`config.mk`:
```
export PLATFORM = sky130hd
export DESIGN_NAME = pipe_hazard_ctrl
export DESIGN_NICKNAME = d
export VERILOG_FILES = /design/src/rtl/pipe_hazard_ctrl_pkg.sv /design/src/rtl/pipe_hazard_ctrl_fwd_sel.sv /design/src/rtl/pipe_hazard_ctrl.sv
export SDC_FILE = /design/constraint.sdc
export NUM_CORES = 1
export LEC_CHECK = 0
export BUFFER_PORTS_ARGS = -buffer_cell sky130_fd_sc_hd__buf_4
export CAP_MARGIN = 20
export CORE_UTILIZATION = 56
export CTS_CLUSTER_SIZE = 16
export DETAILED_ROUTE_END_ITERATION = 8
export PLACE_DENSITY_LB_ADDON = 0.2
export SLEW_MARGIN = 15
export SYNTH_ARGS = -nofsm -noshare
export SYNTH_HDL_FRONTEND = slang
export SYNTH_HIERARCHICAL = 1
export SYNTH_SLANG_ARGS = --single-unit
export TNS_END_PERCENT = 5
```
`constraint.sdc`:
```
create_clock -name clk -period 3.6 [get_ports clk]
set_clock_uncertainty 0.2 [all_clocks]
set_input_delay 0.54 -clock clk [delete_from_list [all_inputs] [get_ports clk]]
set_output_delay 0.54 -clock clk [all_outputs]
set_load 0.01 [all_outputs]
```
`src/rtl/pipe_hazard_ctrl_pkg.sv`:
```
// Shared definitions for the SCPU hazard controller.
//   - NPC_* : next-PC op encodings, matching the SCPU ctrl_encode_def values.
//   - FWD_* : operand forwarding selects used by the EX and ID operand muxes.
//   - state_e : controller FSM states.
//   - reg_hit : "writer targets this source" test shared by the stall logic.
package pipe_hazard_ctrl_pkg;

   localparam int unsigned REG_W = 5;
   localparam int unsigned NPC_W = 3;

   localparam logic [NPC_W-1:0] NPC_PLUS4  = 3'b000;
   localparam logic [NPC_W-1:0] NPC_BRANCH = 3'b001;
   localparam logic [NPC_W-1:0] NPC_JUMP   = 3'b010;
   localparam logic [NPC_W-1:0] NPC_JALR   = 3'b100;

   localparam logic [1:0] FWD_NONE = 2'b00;
   localparam logic [1:0] FWD_MEM  = 2'b01;
   localparam logic [1:0] FWD_WB   = 2'b10;

   typedef enum logic {
      RUN      = 1'b0,
      MEM_WAIT = 1'b1
   } state_e;

   // A write to x0 never creates a dependence.
   function automatic logic reg_hit(input logic wr_en, input logic [REG_W-1:0] rd,
                                    input logic use_en, input logic [REG_W-1:0] rs);
      return wr_en && use_en && (rd != '0) && (rd == rs);
   endfunction

endpackage

```
`src/rtl/pipe_hazard_ctrl_fwd_sel.sv`:
```
// Forwarding select for one operand.
// Ports:
//   rs_i            source register of the consuming instruction
//   mem_rd_i        MEM-stage destination, with mem_reg_write_i / mem_mem_read_i
//   wb_rd_i         WB-stage destination, with wb_reg_write_i
//   sel_o           FWD_MEM if a non-load in MEM writes rs, else FWD_WB if WB writes rs,
//                   else FWD_NONE
module pipe_hazard_ctrl_fwd_sel
   import pipe_hazard_ctrl_pkg::*;
(
   input  logic [REG_W-1:0] rs_i,
   input  logic [REG_W-1:0] mem_rd_i,
   input  logic             mem_reg_write_i,
   input  logic             mem_mem_read_i,
   input  logic [REG_W-1:0] wb_rd_i,
   input  logic             wb_reg_write_i,
   output logic [1:0]       sel_o
);

   always_comb begin
      sel_o = FWD_NONE;
      // A load in MEM has no data yet; the load-use stall covers that case.
      if (reg_hit(mem_reg_write_i && !mem_mem_read_i, mem_rd_i, 1'b1, rs_i)) begin
         sel_o = FWD_MEM;
      end else if (reg_hit(wb_reg_write_i, wb_rd_i, 1'b1, rs_i)) begin
         sel_o = FWD_WB;
      end
   end

endmodule

```
`src/rtl/pipe_hazard_ctrl.sv`:
```
// Hazard and sequencing controller for the 5-stage SCPU pipeline.
// Ports:
//   clk, reset                 clock; asynchronous active-low reset
//   ID_* / EX_* / MEM_* / WB_*  per-stage register numbers and control bits
//   mem_req, mem_ready         data-port handshake from the MEM stage
//   pc_en, *_en                PC and pipeline-register load enables
//   if_id_flush, id_ex_flush   load a bubble on the next edge
//   fwd_a, fwd_b               EX ALU operand selects
//   fwd_id_a, fwd_id_b         ID branch/JALR compare operand selects
//   mem_err                    sticky data-access timeout flag
//   stall_cycles, flush_count  performance counters (wrap)
module pipe_hazard_ctrl
   import pipe_hazard_ctrl_pkg::*;
#(
   parameter int unsigned MEM_TIMEOUT = 16,
   parameter int unsigned TO_W        = 5,
   parameter int unsigned CNT_W       = 32
) (
   input  logic             clk,
   input  logic             reset,
   input  logic [REG_W-1:0] ID_rs1,
   input  logic [REG_W-1:0] ID_rs2,
   input  logic             ID_use_rs1,
   input  logic             ID_use_rs2,
   input  logic [NPC_W-1:0] ID_NPCOp,
   input  logic [REG_W-1:0] EX_rd,
   input  logic             EX_RegWrite,
   input  logic             EX_MemRead,
   input  logic [REG_W-1:0] EX_rs1,
   input  logic [REG_W-1:0] EX_rs2,
   input  logic [REG_W-1:0] MEM_rd,
   input  logic             MEM_RegWrite,
   input  logic             MEM_MemRead,
   input  logic [REG_W-1:0] WB_rd,
   input  logic             WB_RegWrite,
   input  logic             mem_req,
   input  logic             mem_ready,
   output logic             pc_en,
   output logic             if_id_en,
   output logic             id_ex_en,
   output logic             ex_mem_en,
   output logic             mem_wb_en,
   output logic             if_id_flush,
   output logic             id_ex_flush,
   output logic [1:0]       fwd_a,
   output logic [1:0]       fwd_b,
   output logic [1:0]       fwd_id_a,
   output logic [1:0]       fwd_id_b,
   output logic             mem_err,
   output logic [CNT_W-1:0] stall_cycles,
   output logic [CNT_W-1:0] flush_count
);

   state_e           state_q, state_d;
   logic [TO_W-1:0]  wait_cnt_q, wait_cnt_d;
   logic             mem_err_q;
   logic [CNT_W-1:0] stall_cnt_q, flush_cnt_q;

   logic miss, timeout_hit, freeze;
   logic load_use, id_cmp, stall, do_flush;
   logic [1:0] fwd_a_raw, fwd_b_raw, fwd_id_a_raw, fwd_id_b_raw;

   // ---------------- memory wait FSM ----------------
   assign miss        = mem_req && !mem_ready;
   assign timeout_hit = (state_q == MEM_WAIT) && (wait_cnt_q == TO_W'(MEM_TIMEOUT - 1));
   // Freeze starts in the first miss cycle, before the FSM has left RUN.
   assign freeze      = miss && !timeout_hit;

   always_comb begin
      state_d    = state_q;
      wait_cnt_d = wait_cnt_q;
      case (state_q)
         RUN: begin
            wait_cnt_d = '0;
            if (miss) state_d = MEM_WAIT;
         end
         MEM_WAIT: begin
            if (mem_ready || timeout_hit) begin
               state_d    = RUN;
               wait_cnt_d = '0;
            end else begin
               wait_cnt_d = wait_cnt_q + TO_W'(1);
            end
         end
         default: begin
            state_d    = RUN;
            wait_cnt_d = '0;
         end
      endcase
   end

   // ---------------- stall detection ----------------
   assign load_use = reg_hit(EX_MemRead, EX_rd, ID_use_rs1, ID_rs1) ||
                     reg_hit(EX_MemRead, EX_rd, ID_use_rs2, ID_rs2);

   // ID compares need final values: an ALU result still in EX, or a load in MEM.
   assign id_cmp = ((ID_NPCOp == NPC_BRANCH) || (ID_NPCOp == NPC_JALR)) &&
                   (reg_hit(EX_RegWrite, EX_rd, ID_use_rs1, ID_rs1) ||
                    reg_hit(EX_RegWrite, EX_rd, ID_use_rs2, ID_rs2) ||
                    reg_hit(MEM_MemRead, MEM_rd, ID_use_rs1, ID_rs1) ||
                    reg_hit(MEM_MemRead, MEM_rd, ID_use_rs2, ID_rs2));

   assign stall = load_use || id_cmp;

   // Priority: reset, freeze, stall, control-transfer flush.
   always_comb begin
      pc_en       = 1'b0;
      if_id_en    = 1'b0;
      id_ex_en    = 1'b0;
      ex_mem_en   = 1'b0;
      mem_wb_en   = 1'b0;
      if_id_flush = 1'b0;
      id_ex_flush = 1'b0;
      do_flush    = 1'b0;
      if (reset && !freeze) begin
         pc_en     = 1'b1;
         if_id_en  = 1'b1;
         id_ex_en  = 1'b1;
         ex_mem_en = 1'b1;
         mem_wb_en = 1'b1;
         if (stall) begin
            pc_en       = 1'b0;
            if_id_en    = 1'b0;
            id_ex_flush = 1'b1;
         end else if (ID_NPCOp != NPC_PLUS4) begin
            if_id_flush = 1'b1;
            do_flush    = 1'b1;
         end
      end
   end

   // ---------------- forwarding ----------------
   pipe_hazard_ctrl_fwd_sel u_fwd_ex_a (
      .rs_i(EX_rs1), .mem_rd_i(MEM_rd), .mem_reg_write_i(MEM_RegWrite),
      .mem_mem_read_i(MEM_MemRead), .wb_rd_i(WB_rd), .wb_reg_write_i(WB_RegWrite),
      .sel_o(fwd_a_raw)
   );
   pipe_hazard_ctrl_fwd_sel u_fwd_ex_b (
      .rs_i(EX_rs2), .mem_rd_i(MEM_rd), .mem_reg_write_i(MEM_RegWrite),
      .mem_mem_read_i(MEM_MemRead), .wb_rd_i(WB_rd), .wb_reg_write_i(WB_RegWrite),
      .sel_o(fwd_b_raw)
   );
   pipe_hazard_ctrl_fwd_sel u_fwd_id_a (
      .rs_i(ID_rs1), .mem_rd_i(MEM_rd), .mem_reg_write_i(MEM_RegWrite),
      .mem_mem_read_i(MEM_MemRead), .wb_rd_i(WB_rd), .wb_reg_write_i(WB_RegWrite),
      .sel_o(fwd_id_a_raw)
   );
   pipe_hazard_ctrl_fwd_sel u_fwd_id_b (
      .rs_i(ID_rs2), .mem_rd_i(MEM_rd), .mem_reg_write_i(MEM_RegWrite),
      .mem_mem_read_i(MEM_MemRead), .wb_rd_i(WB_rd), .wb_reg_write_i(WB_RegWrite),
      .sel_o(fwd_id_b_raw)
   );

   assign fwd_a    = reset ? fwd_a_raw    : FWD_NONE;
   assign fwd_b    = reset ? fwd_b_raw    : FWD_NONE;
   assign fwd_id_a = reset ? fwd_id_a_raw : FWD_NONE;
   assign fwd_id_b = reset ? fwd_id_b_raw : FWD_NONE;

   // ---------------- state and counters ----------------
   always_ff @(posedge clk or negedge reset) begin
      if (!reset) begin
         state_q     <= RUN;
         wait_cnt_q  <= '0;
         mem_err_q   <= 1'b0;
         stall_cnt_q <= '0;
         flush_cnt_q <= '0;
      end else begin
         state_q    <= state_d;
         wait_cnt_q <= wait_cnt_d;
         if (timeout_hit && !mem_ready) mem_err_q <= 1'b1;
         if (!pc_en) stall_cnt_q <= stall_cnt_q + CNT_W'(1);
         if (do_flush) flush_cnt_q <= flush_cnt_q + CNT_W'(1);
      end
   end

   assign mem_err      = mem_err_q;
   assign stall_cycles = stall_cnt_q;
   assign flush_count  = flush_cnt_q;

endmodule

```
==> impl_metrics.ini, run 1 <==
[worst_setup_path]
reg2reg_slack_ps = 880
cp_slowest_cell = or4_1
critical_path_class = in2out
r2r_cells = 11
worstPathArrival_ps = 2330
cp_max_fo = 42
worstPathRequired_ps = 2860
critPathMaxStageDelay_ps = 510
cp-end-kind = primary output
reg2reg_to = stall_cycles[13]
cp_cell_sequence = buf_4 -> or4_1 -> o21ai_0 -> nor3_1 -> a221oi_4 -> buf_12 -> buf_4
crit_top_cell = buf_4
critPathLaunchType = input pin
r2r_start = wait_cnt_q[0]

[synthesis]
synthCells = 439
synth_seq_cells = 71
yosysSeqAreaShare_pct = 41.10
syn-num-nets = 492
syn_area_um2 = 4323
yosysWarnings = 6
async_reset_ff_share_pct = 100.0
synth_ff_type = dfrtp_1
synth-edff-count = 0
synth.distinct_cells = 39
synth.avg_cell_area_um2 = 9.847

[detailed_routing]
vias_per_cell = 5.613
dr_total_vias = 3766
drc = 0
drt_iter0_markers = 178
postRouteAntennaNets = 0
firstDrtPassIters = 4
drt-total-wl_um = 10770
wl_per_cell_um = 16.05

[die]
fp.dieArea_um2 = 8075
io_pins = 129
die_x_um = 89.86
start_util_pct = 58.66
fp.coreArea_um2 = 7370
die-height_um = 89.86
rows = 31

[timing]
whs_ps = 150.0
max_slew.worst_pin.slew_ps = 735.3
max_clock_freq_ghz = 0.3260
final_max_slew_viol_count = 0
finalHoldViolations = 0
finalCritPeriodShare_pct = 85.20
setup_tns_ps = 0
setup_violations = 0
finalCriticalPeriod_ps = 3067
layout_setup_ws_ps = 532.9
rsz0062_at_grt = false
slew_headroom_pct = 50.80

[power]
power_frac_comb_pct = 26.3
seq_power_share_pct = 47.1
p_int_w = 0.001465
power_density_nw_per_um2 = 392.6
ir_drop_mv = 0.3029
p_leak_nw = 2.513
p_sw_share_pct = 32.96
power_switching_w = 0.0007202
clockPowerShare_pct = 26.6

[hold_path]
hp-start = mem_ready
hold_depth = 2
min_to = state_q
timing.hold.worst.class = in2reg

[clocking]
h-tree-depth = 3
cts_tree = done
clk_latency_ps = 350
postCtsHoldBufs = 1
cts_root_buf = clkbuf_8
cts_resized = 0
cts_made_buffers = 9
post_cts_buffers = 0
path_clk_slew_ps = 70
clock-sinks = 71
cts_buffer_depth = 2

[placed_design]
dpl.hpwl_um = 7948
portBuffers = 128
pre_cts_ws_ps = 540.9
routabilityCongestion = 0.9111

[global_routing]
grt_overflow = 0
grt_max_degree = 58
antenna_found_initial = 0
grt.total_usage_pct = 27.67
grt_pass1_wl_um = 17850
grt_pass1_vias = 3606

[final_layout]
diodes = 0
final_nets = 620
drive_above_1_share_pct = 28.15
synthToLayoutAreaGrowth_pct = 28.71
utilization_pct = 75.50

[status]
outcome = finished clean

[flow_run]
maxCapViolCount = 0
## metrics by stage
step / instance area [µm²] / total power [W] / cells
CTS: 5564 / 0.002194 / 671
floorplan: 4323 / 0.001300 / 439
detailed placement: 5371 / 0.001615 / 654
global placement: 5371 / 0.001591 / 654
global route: 5564 / 0.002299 / 671
finish: 5564 / 0.002185 / 671
## metal layers
metal	share of wire, %	vias up	wire (µm)	global-route usage (%)
met5	0	-	0	0
met4	1.6	0	170	8.871
met3	4.3	20	466	5.076
met2	50	118	5380	45.83
met1	44	1824	4754	36.93
li1	-	1804	-	-
## worst max-delay path, delay by kind of cell
kind	cells	cell delay (ps)
buffers and inverters	3	560
and+or+nand+nor	2	640
AOI/OAI and AO/OA	2	560
## how the worst max path moves through the flow
stage | startpoint | to | slack [ps] | depth (start not counted)
detailed placement | MEM_rd[1] | stall_cycles[20] | 540 | 9
floorplan | EX_rd[1] | pc_en | 740 | 5
CTS | reset | fwd_a[0] | 490 | 5
finish | MEM_rd[1] | pc_en | 530 | 7
global route | reset | fwd_a[0] | 340 | 5
global placement | MEM_rd[1] | if_id_en | 610 | 7
## area by class of cell
| class | count | area, µm² |
|---|---|---|
| Clock buffer | 10 | 137.6 |
| Clock inverter | 6 | 45.04 |
| Fill cell | 571 | 1805 |
| Inverter | 17 | 63.81 |
| Multi-Input combinational cell | 335 | 2404 |
| Sequential cell | 71 | 1777 |
| Tap cell | 99 | 123.9 |
| Timing Repair Buffer | 133 | 1013 |
## cells in the final DEF (no fill, tap or decap), types with 5 or more instances in the layout
cell type  instances
xnor2_1           76
nand3_1           37
nor2_1            18
o21ai_0            5
nor3_1            18
nand2_1           19
nand4_1           26
and2_1             9
xor2_1            41
inv_1             17
buf_4            131
nor4_1            19
and3_1            17
clkbuf_8          10
dfrtp_1           71
## sequential cells by signal, indices dropped and copies added, names as in the netlist
| signal | flops |
|---|---|
| flush_count | 32 |
| state_q | 1 |
| wait_cnt_q | 5 |
| mem_err | 1 |
| stall_cycles | 32 |
## cells in the mapped netlist (5+ instances only)
cell type,count,share of area [%]
and3_1,17,2.5
buf_2,6,0.69
o21ai_0,5,0.58
nor2_1,18,1.6
and2_1,9,1.3
clkbuf_1,6,0.52
inv_1,17,1.5
dfrtp_1,71,41
xor2_1,41,8.3
nor3_1,18,2.1
xnor2_1,76,15
nand2_1,19,1.6
nor4_1,19,2.7
nand3_1,37,4.3
nand4_1,26,3.8
## power groups by stage
stage / sequential [W] / combinational, W / clock, W
floorplan: 0.00106 / 0.000245 / 0
global placement: 0.00103 / 0.000558 / 0
detailed placement: 0.00104 / 0.000576 / 0
CTS: 0.00102 / 0.000580 / 0.000590
global route: 0.00104 / 0.000628 / 0.000628
finish: 0.00103 / 0.000575 / 0.000582
## cell families after synthesis
group | synth area share (%)
compound gates | 3.213
xor+xnor | 23.70
fa+ha+maj | 1.158
buf+inv | 3.299
flops | 41.10
mux | 0.7525
simple gates | 26.77
(Power assumes the default switching activity.)
==> run 2, diff against run 1 <==
Settings changed: ABC_AREA set to 1, CORE_UTILIZATION 56 to 60.
==> run 2 against run 1 <==
  * Power up 11%
  * Combinational power grew 17%
  * Sequential share of layout area down 6.6 points
  * Setup slack got worse by 130 ps
  * Fmax down 4.0%
  * Hold slack got worse by 140 ps
  * Critical path depth up 3
  * Final cell count up 82%
  * Critical endpoint is now if_id_en
==> impl_metrics.ini, run 2 <==
[die]
start_util_pct = 62.06
rows = 35
fp.coreArea_um2 = 9284
io_pins = 129
die-height_um = 100.0
fp.dieArea_um2 = 9999
die_x_um = 100.0

[worst_setup_path]
cp_slowest_cell = nor2_2
worstPathArrival_ps = 2460
cp_max_fo = 9
cp_top_family = simple AND/OR/NAND/NOR gates
worst-path-buf-inv = 2
critical_path_class = reg2out
cp_cell_sequence = ha_1 -> nand2_1 -> nor2_1 -> ha_1 -> nand2_1 -> nand3_1 -> and2_1 -> inv_1 -> nor2_2 -> buf_4
cp-end-kind = primary output
worstPathRequired_ps = 2860
critPathLaunchType = flip-flop
critPathMaxStageDelay_ps = 410

[clocking]
cts_buffer_depth = 2
h-tree-depth = 3
cts_made_buffers = 9
cts_root_buf = clkbuf_8
clk_latency_ps = 370
postCtsHoldBufs = 0
cts_resized = 0
cts_tree = done
clock-sinks = 71
path_clk_slew_ps = 90
post_cts_buffers = 0

[placed_design]
routabilityCongestion = 0.9461
placed_cells = 1204
dpl.hpwl_um = 11640
portBuffers = 128

[detailed_routing]
drc = 0
dr_total_vias = 6133
firstDrtPassIters = 5
vias_per_cell = 5.027
drt-total-wl_um = 15360
drt_iter0_markers = 350
wl_per_cell_um = 12.59
postRouteAntennaNets = 0

[timing]
setup_violations = 0
final_max_slew_viol_count = 0
whs_ps = 7.742
max_slew.worst_pin.slew_ps = 838.4
max_clock_freq_ghz = 0.3129
setup_tns_ps = 0
finalCriticalPeriod_ps = 3196
rsz0062_at_grt = false
finalCritPeriodShare_pct = 88.78
slew_headroom_pct = 43.98
finalHoldViolations = 0

[synthesis]
synth-edff-count = 0
synthTopCellsByArea = dfrtp_1 31%, nand2_1 28%, inv_1 7.9%, nor2_1 7.4%, xor2_1 5.6%
yosysSeqAreaShare_pct = 30.84
synthTopCellsByCount = 436 x nand2_1, 121 x inv_1, 114 x nor2_1, 71 x dfrtp_1, 37 x xor2_1
synth.avg_cell_area_um2 = 6.008
synth_seq_cells = 71
synth_top_area_share_pct = 30.84
synthCells = 959
synth_ff_type = dfrtp_1
syn-num-nets = 1012
synth.distinct_cells = 33
syn_area_um2 = 5762
yosysWarnings = 6
synth.most_common_cell = nand2_1
async_reset_ff_share_pct = 100.0
yosys.area.top_type = dfrtp_1

[global_routing]
grt_pass1_wl_um = 25450
grt_pass1_vias = 5614
grt_overflow = 0
antenna_found_initial = 0
grt_max_degree = 47
grt.total_usage_pct = 31.95

[final_layout]
synthToLayoutAreaGrowth_pct = 21.65
diodes = 0
stdcell_count = 1220
final_nets = 1139
final_common_cell = nand2_1
final_cell_mix = 436 x nand2_1, 133 x buf_4, 121 x inv_1, 114 x nor2_1, 71 x dfrtp_1
drive_above_1_share_pct = 15.67
utilization_pct = 75.50

[status]
outcome = finished clean

[power]
power_density_nw_per_um2 = 347.1
p_sw_share_pct = 35.10
p_int_w = 0.001579
clockPowerShare_pct = 29.9
seq_power_share_pct = 42.4
p_leak_nw = 3.954
power_frac_comb_pct = 27.7
power_switching_w = 0.0008539
p_total_w = 0.002433
ir_drop_mv = 0.4236

[flow_run]
maxCapViolCount = 0

[hold_path]
timing.hold.worst.class = in2async
## run 2: cell type report
cell class	instances	area, µm²
inverters	130	488.0
flip-flops and latches	71	1777
multi-input cells	741	3364
clock buffers	10	127.6
well taps	129	161.4
repair buffers	133	998.5
clock inverters	6	92.59
fillers	833	2275
## run 2: cells by family after synthesis
logic type | count (synthesis) | synth area share, %
adders and majority gates | 4 | 0.8687
DFF | 71 | 30.84
buffers and inverters | 147 | 10.77
AOI/OAI and AO/OA | 40 | 3.561
and+or+nand+nor | 640 | 45.30
xor gates and xnor gates | 57 | 8.665
## run 2: per-layer routing
metal | track usage (%) | part of all wire [%]
met5 | 0 | 0
met1 | 40.97 | 44
met2 | 54.54 | 48
met3 | 5.084 | 6.1
met4 | 11.82 | 2.0
## run 2: worst paths after layout
path | startpoint | endpoint | cells after the start | slack [ps]
worst max-delay path | wait_cnt_q[0] | if_id_en | 10 | 400
worst min register to register | wait_cnt_q[0] | wait_cnt_q[0] | 1 | 260
min in group clk | mem_ready | mem_err | 2 | 190
worst max register to register | wait_cnt_q[0] | flush_count[12] | 10 | 860
max in group asynchronous | reset | stall_cycles[5] | 3 | 2240
worst min-delay path | reset | flush_count[24] | 2 | 8
## run 2: power by group through the flow
stage	clock network [W]	registers (W)	logic (W)
3_3_place_gp	0	0.00104	0.000658
6_report	0.000726	0.00103	0.000674
4_1_cts	0.000731	0.00103	0.000676
2_1_floorplan	0	0.00105	0.000343
5_1_grt	0.000769	0.00105	0.000758
3_5_place_dp	0	0.00104	0.000671
## run 2: through the flow
| stage | cell area, µm² | setup WS (ps) |
|---|---|---|
| 6_report | 7009 | 404.0 |
| 5_1_grt | 7009 | 229.8 |
| 4_1_cts | 7009 | 380.1 |
| 3_5_place_dp | 6789 | 791.2 |
| 3_3_place_gp | 6789 | 910.3 |
| 2_1_floorplan | 5762 | 1111 |
## run 2: worst reg2reg max path: stages (launching register included)
cell     delay (ps)
dfrtp_1         370
ha_1            170
nand2_1          70
nor2_1          120
ha_1            160
nand2_1          90
nand3_1          70
and2_1          310
nand4_2         710
nand2_1         280
nand2_1          80
